`src/rtl/dmem_arbiter_pkg.sv`:
```
// Shared definitions for the data-memory arbiter: memory map defaults,
// FSM state encoding and requester (grant) encoding.
package dmem_arbiter_pkg;

  localparam logic [31:0] DMEM_DATA_BASE  = 32'h1001_0000;
  localparam int          DMEM_DEPTH_BITS = 11;

  typedef enum logic [1:0] {
    ST_IDLE  = 2'd0,
    ST_SERVE = 2'd1,
    ST_ACK   = 2'd2
  } state_t;

  typedef enum logic {
    GNT_CPU = 1'b0,
    GNT_DBG = 1'b1
  } grant_t;

endpackage

```
`src/rtl/dmem_addr_xlate.sv`:
```
// Byte address to DMEM word index translation with range and alignment check.
module dmem_addr_xlate
  import dmem_arbiter_pkg::*;
#(
  parameter logic [31:0] DATA_BASE  = DMEM_DATA_BASE,
  parameter int          DEPTH_BITS = DMEM_DEPTH_BITS
) (
  input  logic [31:0]           addr,
  output logic [DEPTH_BITS-1:0] word_idx,
  output logic                  err
);

  // DATA_BASE is word aligned, so comparing word addresses is exact.
  localparam logic [29:0] BASE_WORD = DATA_BASE[31:2];

  logic [29:0] off;
  logic        below;
  logic        over;
  logic        misaligned;

  always_comb begin
    off        = addr[31:2] - BASE_WORD;
    below      = addr[31:2] < BASE_WORD;
    over       = |off[29:DEPTH_BITS];
    misaligned = |addr[1:0];
    word_idx   = off[DEPTH_BITS-1:0];
    err        = below | over | misaligned;
  end

endmodule

```
`src/rtl/dmem_arbiter.sv`:
```
// Round-robin arbiter sharing one single-port DMEM between the CPU data port
// and a debug/loader port; each access takes IDLE -> SERVE -> ACK.
module dmem_arbiter
  import dmem_arbiter_pkg::*;
#(
  parameter logic [31:0] DATA_BASE  = DMEM_DATA_BASE,
  parameter int          DEPTH_BITS = DMEM_DEPTH_BITS
) (
  input  logic                  clk_in,
  input  logic                  reset,
  input  logic                  cpu_req,
  input  logic                  cpu_we,
  input  logic [31:0]           cpu_addr,
  input  logic [31:0]           cpu_wdata,
  output logic [31:0]           cpu_rdata,
  output logic                  cpu_ack,
  output logic                  cpu_err,
  input  logic                  dbg_req,
  input  logic                  dbg_we,
  input  logic [31:0]           dbg_addr,
  input  logic [31:0]           dbg_wdata,
  output logic [31:0]           dbg_rdata,
  output logic                  dbg_ack,
  output logic                  dbg_err,
  output logic                  mem_ena,
  output logic [DEPTH_BITS-1:0] mem_addr,
  output logic [31:0]           mem_wdata,
  input  logic [31:0]           mem_rdata
);

  state_t                state_q, state_d;
  grant_t                grant_q, pick;
  logic                  take;
  logic                  we_q;
  logic [31:0]           addr_q;
  logic [31:0]           wdata_q;
  logic                  err_q;
  logic                  xerr;
  logic [DEPTH_BITS-1:0] word_idx;
  logic [31:0]           serve_rdata;

  dmem_addr_xlate #(
    .DATA_BASE  (DATA_BASE),
    .DEPTH_BITS (DEPTH_BITS)
  ) u_xlate (
    .addr     (addr_q),
    .word_idx (word_idx),
    .err      (xerr)
  );

  // grant_q doubles as the round-robin "last granted" memory.
  always_ff @(posedge clk_in or posedge reset) begin
    if (reset) begin
      state_q <= ST_IDLE;
      grant_q <= GNT_DBG;
    end else begin
      state_q <= state_d;
      if (take) grant_q <= pick;
    end
  end

  always_comb begin
    state_d = state_q;
    take    = 1'b0;
    pick    = GNT_CPU;
    case (state_q)
      ST_IDLE: begin
        if (cpu_req || dbg_req) begin
          take    = 1'b1;
          state_d = ST_SERVE;
          if (cpu_req && dbg_req) pick = (grant_q == GNT_CPU) ? GNT_DBG : GNT_CPU;
          else if (cpu_req)       pick = GNT_CPU;
          else                    pick = GNT_DBG;
        end
      end
      ST_SERVE: state_d = ST_ACK;
      ST_ACK:   state_d = ST_IDLE;
      default:  state_d = ST_IDLE;
    endcase
  end

  always_comb begin
    mem_ena     = (state_q == ST_SERVE) && we_q && !xerr;
    mem_addr    = word_idx;
    mem_wdata   = wdata_q;
    serve_rdata = (xerr || we_q) ? 32'd0 : mem_rdata;
    cpu_ack     = (state_q == ST_ACK) && (grant_q == GNT_CPU);
    dbg_ack     = (state_q == ST_ACK) && (grant_q == GNT_DBG);
    cpu_err     = cpu_ack && err_q;
    dbg_err     = dbg_ack && err_q;
  end

  // Request capture at grant; read data capture at the end of SERVE.
  always_ff @(posedge clk_in or posedge reset) begin
    if (reset) begin
      we_q      <= 1'b0;
      addr_q    <= 32'd0;
      wdata_q   <= 32'd0;
      err_q     <= 1'b0;
      cpu_rdata <= 32'd0;
      dbg_rdata <= 32'd0;
    end else begin
      if (take) begin
        we_q    <= (pick == GNT_CPU) ? cpu_we    : dbg_we;
        addr_q  <= (pick == GNT_CPU) ? cpu_addr  : dbg_addr;
        wdata_q <= (pick == GNT_CPU) ? cpu_wdata : dbg_wdata;
      end
      if (state_q == ST_SERVE) begin
        err_q <= xerr;
        if (grant_q == GNT_CPU) cpu_rdata <= serve_rdata;
        else                    dbg_rdata <= serve_rdata;
      end
    end
  end

endmodule
```
`config.mk`:
```
export PLATFORM = sky130hd
export DESIGN_NAME = dmem_arbiter
export DESIGN_NICKNAME = d
export VERILOG_FILES = /design/src/rtl/dmem_arbiter_pkg.sv /design/src/rtl/dmem_addr_xlate.sv /design/src/rtl/dmem_arbiter.sv
export SDC_FILE = /design/constraint.sdc
export NUM_CORES = 1
export LEC_CHECK = 0
export BUFFER_PORTS_ARGS = -buffer_cell sky130_fd_sc_hd__buf_2
export CORE_UTILIZATION = 47
export DETAILED_ROUTE_END_ITERATION = 12
export MAX_ROUTING_LAYER = met4
export PLACE_DENSITY = 0.8
export SLEW_MARGIN = 20
export SYNTH_ARGS = -nofsm -noshare
export SYNTH_HDL_FRONTEND = slang
export SYNTH_HIERARCHICAL = 1
export SYNTH_SLANG_ARGS = --single-unit
export TNS_END_PERCENT = 5
```
`constraint.sdc`:
```
create_clock -name clk_in -period 4.55 [get_ports clk_in]
set_input_delay 0.455 -clock clk_in [delete_from_list [all_inputs] [get_ports clk_in]]
set_output_delay 0.455 -clock clk_in [all_outputs]
set_load 0.01 [all_outputs]
```
After elaboration in Yosys (flattened, before gate mapping). Index checks and enable logic that the tools add are counted.

Add/subtract/negate cells: 1. Magnitude comparators: 1. Eq/ne operators: 3. Multiplexer cells: 13. Bitwise gates (word level): 3. Reduce and logical (&&, ||, !) cells: 15.

Operators by type and width (number): two-way mux 32 bit (3); < comparator 30 x 27 -> 1 bit, second input constant (1); subtractor 30 x 27 -> 30 bit, second input constant (1); OR reduction 19 bit (1); two-way mux 1 bit (8); logical AND 1 bit (7); one-hot mux 2 bit (2 select lines) (1); AND reduction 2 bit (2); == test 2 x 1 -> 1 bit, second input constant (1); == test 2 bit, second input constant (1); zero test 2 bit (1); logical OR 1 bit (2); two-way mux 2 bit (1); inequality test 2 bit, second input constant (1); bitwise OR 1 bit (2); OR reduction 2 bit (1); zero test 1 bit (1); inverter 1 bit (1).

Register bits after elaboration: 133. Output and inout bits: 112.

Logic depth before layout (Yosys ltp).
Depth in word-level cells: 6. Mapped depth: 11.

Cells and area by module. Netlist, hierarchy kept.

Modules (own cells, without submodules): dmem_arbiter (instances 1, cells an instance 493, area an instance 5830.6 sq um, seq. area each 3329.4 sq um); dmem_addr_xlate (instances 1, cells an instance 41, area an instance 287.8 sq um, seq. area each 0.0 sq um).

Worst setup path before layout. OpenSTA, ideal clock, no wires.

Path kind: reg-to-reg. From: register addr_q[16]. To: register dbg_rdata[28]. Setup time: 0.084 ns. Data arrival time: 2.411 ns. Data required time: 4.466 ns. Path slack: 2.055 ns. Stages on the path, launching flop included: 12. Path buffers: 1. Cells stage by stage: dfrtp_1 inv_1 ha_1 or4b_4 nor4_4 xor2_1 nor4_1 o2111ai_1 nor2_1 clkbuf_1 nand2_1 o21ai_0.

Word-level cells in the longest chain between the ends: 6. Elaborated cells between the ends (all ways): 7. Classes of those cells: add/sub (1); order compare (1); mux (1); bitwise (2); reduce/logical (2).

Ends and longest elaborated chain: from (decl) (RTL line dmem_arbiter.sv:35) `logic [31:0] addr_q;`; from (signal assigned) (RTL line dmem_arbiter.sv:105) `addr_q <= (pick == GNT_CPU) ? cpu_addr : dbg_addr;`; subtractor 30 x 27 -> 30 bit (RTL line dmem_addr_xlate.sv:22) `off = addr[31:2] - BASE_WORD;`; OR reduction 19 bit (RTL line dmem_addr_xlate.sv:24) `over = |off[29:DEPTH_BITS];`; bitwise OR 1 bit * (2 in a row) (RTL line dmem_addr_xlate.sv:27) `err = below | over | misaligned;`; net xerr (RTL line dmem_arbiter.sv:38) `logic xerr;`; logical OR 1 bit * (RTL line dmem_arbiter.sv:86) `serve_rdata = (xerr || we_q) ? 32'd0 : mem_rdata;`; two-way mux 32 bit * (RTL line dmem_arbiter.sv:86); to (signal assigned) (RTL line dmem_arbiter.sv:111) `else dbg_rdata <= serve_rdata;`; to (decl) (RTL line dmem_arbiter.sv:22) `output logic [31:0] dbg_rdata,`.

The timed path passes the listed nets; every way through them passes the cells marked *. A chain may end at the register's enable or synchronous reset.

Final worst setup path.
From: register addr_q[16]. To: output mem_ena.

Word-level cells in the longest chain between the ends: 6. Elaborated cells between the ends (all ways): 7. Classes of those cells: add/sub (1); order compare (1); bitwise (2); reduce/logical (3).

Ends and longest elaborated chain: subtractor 30 x 27 -> 30 bit (RTL line dmem_addr_xlate.sv:22); OR reduction 19 bit (RTL line dmem_addr_xlate.sv:24); bitwise OR 1 bit * (2 in a row) (RTL line dmem_addr_xlate.sv:27); net xerr (RTL line dmem_arbiter.sv:38); zero test 1 bit * (RTL line dmem_arbiter.sv:83) `mem_ena = (state_q == ST_SERVE) && we_q && !xerr;`; logical AND 1 bit * (RTL line dmem_arbiter.sv:83); to (decl) (RTL line dmem_arbiter.sv:25) `output logic mem_ena,`.

Marks and branches as above.

==> impl_metrics.sql <==
INSERT INTO impl_metrics (metric_group, metric, value, unit) VALUES
('placement', 'number_of_buffers_inserted_by_port_buffering', '277', ''),
('routing', 'final_antenna_net_count', '0', ''),
('cts', 'hold_buffers', '0', ''),
('routing', 'post-route-drc-count', '0', ''),
('floorplanning', 'die_width', '116', 'µm'),
('sta', 'tightestPinTransition', '0.850', 'ns'),
('global_routing', 'number_of_antenna_violations_at_the_first_check_in_global_routing', '1', ''),
('global_routing', 'number_of_global_route_vias_before_repair', '5124', ''),
('cts', 'clkSlewWorstSetupHoldPaths', '0.06', 'ns'),
('cts', 'clock_tree.root_cell', 'clkbuf_16', ''),
('worst_setup_path', 'critPathArrivalTime', '2.73', 'ns'),
('logic_synthesis', 'netlist-cell-type-count', '39', ''),
('floorplanning', 'initial_utilization', '48.3', '%'),
('logic_synthesis', 'syn-cell-area', '0.00612', 'mm²'),
('sta', 'setup_violations', '0', ''),
('placement', 'gpl.final_weighted_congestion', '0.846', ''),
('layout', 'fillerInstances', '1020', ''),
('global_routing', 'grt_max_degree', '94', ''),
('pwr', 'power_density', '599', 'mW/mm²'),
('logic_synthesis', 'ys.warnings.count', '6', ''),
('run_status', 'outcome', 'finished clean', ''),
('floorplanning', 'die_area', '0.0135', 'mm²'),
('worst_setup_path', 'timing_worst_setup_path_type', 'reg -> out', ''),
('routing', 'vias_per_cell', '5.50', ''),
('sta', 'relSlewSlack', '43.3', '%'),
('logic_synthesis', 'ys_seq_elements', '133', ''),
('cts', 'cts_setup_buffers', '0', ''),
('cts', 'max-clock-path-buffers', '2', ''),
('layout', 'final_cell_mix', '277 x buf_2, 132 x dfrtp_1, 99 x nand2_1, 65 x nand4b_1, 55 x o221a_2', ''),
('cts', 'cts_max_level', '4', ''),
('logic_synthesis', 'synth.avg_cell_area', '11.5', 'µm²'),
('worst_setup_path', 'critical-path-slowest-cell', 'or4b_4', ''),
('global_routing', 'grt_first_pass_wirelength', '25600', 'µm'),
('min_path', 'holdCritPathClass', 'in -> async', ''),
('floorplanning', 'design.core.area', '0.0127', 'mm²'),
('layout', 'layout.cells.most_common', 'buf_2', ''),
('sta', 'timing.clock.skew', '0.00984', 'ns'),
('worst_setup_path', 'cpPeakStageDelay', '0.51', 'ns'),
('layout', 'area_delta_synth_final', '32.3', '%'),
('sta', 'final_slew_viol_count', '0', ''),
('pwr', 'power_leakage', '3.76', 'nW'),
('logic_synthesis', 'synth_edf_count', '0', ''),
('worst_setup_path', 'critical_path.n_buffers_inverters', '2', ''),
('sta', 'final.setup.tns', '0', 'ns'),
('floorplanning', 'die_height', '116', 'µm'),
('sta', 'timing.final.crit_period', '3.18', 'ns'),
('job', 'maximum_capacitance_violations', '0', ''),
('floorplanning', 'io_pins', '278', ''),
('cts', 'cts_tree', 'built', ''),
('worst_setup_path', 'critical_path_required', '4.09', 'ns'),
('routing', 'wire_length_after_detailed_routing', '16600', 'µm'),
('logic_synthesis', 'synthFlopType', 'dfrtp_1', ''),
('cts', 'ctsResizeCount', '0', ''),
('logic_synthesis', 'syn-num-nets', '701', ''),
('routing', 'detailroute.via_count', '5294', ''),
('floorplanning', 'core.rowCount', '41', ''),
('placement', 'hpwl', '11500', 'µm'),
('global_routing', 'grtUsageTotal', '25.4', '%'),
('cts', 'cts.sink_count', '133', ''),
('cts', 'clkLatencyLatePin', '0.41', 'ns'),
('sta', 'smallest_hold_slack', '0.211', 'ns'),
('logic_synthesis', 'async_flop_share', '100', '%'),
('layout', 'nNetsFinal', '943', ''),
('cts', 'numCtsBuffers', '17', ''),
('worst_setup_path', 'setup.worst_path.start_class', 'flop', ''),
('sta', 'rsz0062_at_grt', 'no', ''),
('worst_setup_path', 'timing.critical_path.fanout_max', '3', ''),
('logic_synthesis', 'synth_seq_area_share', '54.4', '%'),
('worst_setup_path', 'cp_cell_sequence', 'inv_1 -> ha_1 -> or4b_4 -> nor4_4 -> xor2_1 -> nor4_1 -> o2111ai_1 -> and3b_1 -> buf_2', ''),
('worst_setup_path', 'timing.critical_path.to_type', 'output pin', ''),
('sta', 'fmaxAchievable', '314', 'MHz'),
('worst_setup_path', 'worst_path_dominant_cell_family', 'simple AND/OR/NAND/NOR gates', ''),
('pwr', 'worst_ir_drop_vdd', '0.403', 'mV'),
('sta', 'layout_worst_path_cycle_share', '70.0', '%'),
('sta', 'timing_hold_violations_final', '0', ''),
('routing', 'drt_pre_antenna_iters', '4', ''),
('global_routing', 'total_grt_overflow', '0', ''),
('routing', 'drt_first_iter_violations', '494', ''),
('layout', 'drive_gt1_share', '52.6', '%'),
('routing', 'wl_cell', '17.2', 'µm'),
('layout', 'footprint_of_the_flip_flops_and_latches', '0.00333', 'mm²'),
('layout', 'multi_input_comb_area', '0.00242', 'mm²'),
('logic_synthesis', 'post_synth_inst_count', '534', '');
-- area by class of cell --
class / instances / share of cell area (%)
repair buffers: 286 / 18.0
flip-flops and latches: 133 / 41.1
well taps: 172 / 2.66
inverters: 4 / 0.247
multi-input cells: 334 / 29.9
diodes: 1 / 0.0309
clock buffers: 18 / 5.43
clock inverters: 14 / 2.60
-- state kept, by name, indices dropped and copies added (netlist names) --
register,flops
dbg_rdata,32
mem_wdata,32
cpu_rdata,32
we_q,1
err_q,1
state_q,2
grant_q,1
addr_q,32
-- stage by stage --
step | instance area [µm²] | setup WS, ns | total power, mW | utilization (%) | cells
floorplan | 6120 | 0.542 | 2.95 | - | 534
CTS | 8090 | 1.33 | 4.87 | 63.9 | 961
global placement | 7440 | 1.88 | 3.29 | 58.7 | 929
detailed placement | 7440 | 1.73 | 3.35 | 58.7 | 929
global route | 8090 | 1.13 | 5.11 | 63.9 | 962
finish | 8090 | 1.37 | 4.84 | 63.9 | 962
-- final timing paths --
kind / from / end / slack [ns] / cells after the start
worst max-delay path: addr_q[16] / mem_ena / 1.37 / 9
worst max register to register: addr_q[16] / dbg_rdata[16] / 1.69 / 11
max in group asynchronous: reset / mem_wdata[27] / 3.26 / 3
worst min register to register: cpu_rdata[11] / cpu_rdata[11] / 0.47 / 2
worst min-delay path: reset / mem_wdata[10] / 0.21 / 2
min in group clk_in: cpu_req / grant_q / 0.28 / 2
-- report_power, final --
group / internal, mW / leakage, nW / switching, mW
registers: 1.50 / 1.65 / 0.243
logic: 0.708 / 1.79 / 0.883
clock network: 0.952 / 0.320 / 0.557
total: 3.16 / 3.76 / 1.68
-- cell usage after synthesis (all sizes together), types with 2 or more instances --
library cell	n	area [µm²]
nor4	5	46.3
buf	42	283
o221a	65	732
o21a	2	15.0
xnor2	3	26.3
clkbuf	21	78.8
o21ai	66	447
and2	2	12.5
inv	4	15.0
nand2	100	375
nor2	4	22.5
nand4b	65	569
nand3	3	15.0
dfrtp	132	3300
nor3	3	15.0
and3b	2	17.5
-- logic make-up (layout without fill, tap and decap cells) --
| family | after synthesis | in the layout | share of synthesized area (%) |
|---|---|---|---|
| compound gates | 137 | 137 | 20.0 |
| xor+xnor | 4 | 4 | 0.573 |
| fa+ha+maj | 1 | 1 | 0.204 |
| simple gates | 191 | 191 | 18.5 |
| buf+inv | 67 | 322 | 6.16 |
| mux | 1 | 1 | 0.184 |
| other cells | 0 | 1 | 0 |
| flops | 133 | 133 | 54.4 |
-- layer usage --
| layer | up-vias | wire, µm | GRT usage, % |
|---|---|---|---|
| met5 | - | 0 | - |
| met3 | 22 | 1130 | 5.86 |
| met1 | 2549 | 6770 | 31.1 |
| met2 | 244 | 8430 | 41.6 |
| li1 | 2479 | - | - |
| met4 | 0 | 237 | 8.21 |
No activity file was read; power rests on OpenSTA's default activity.
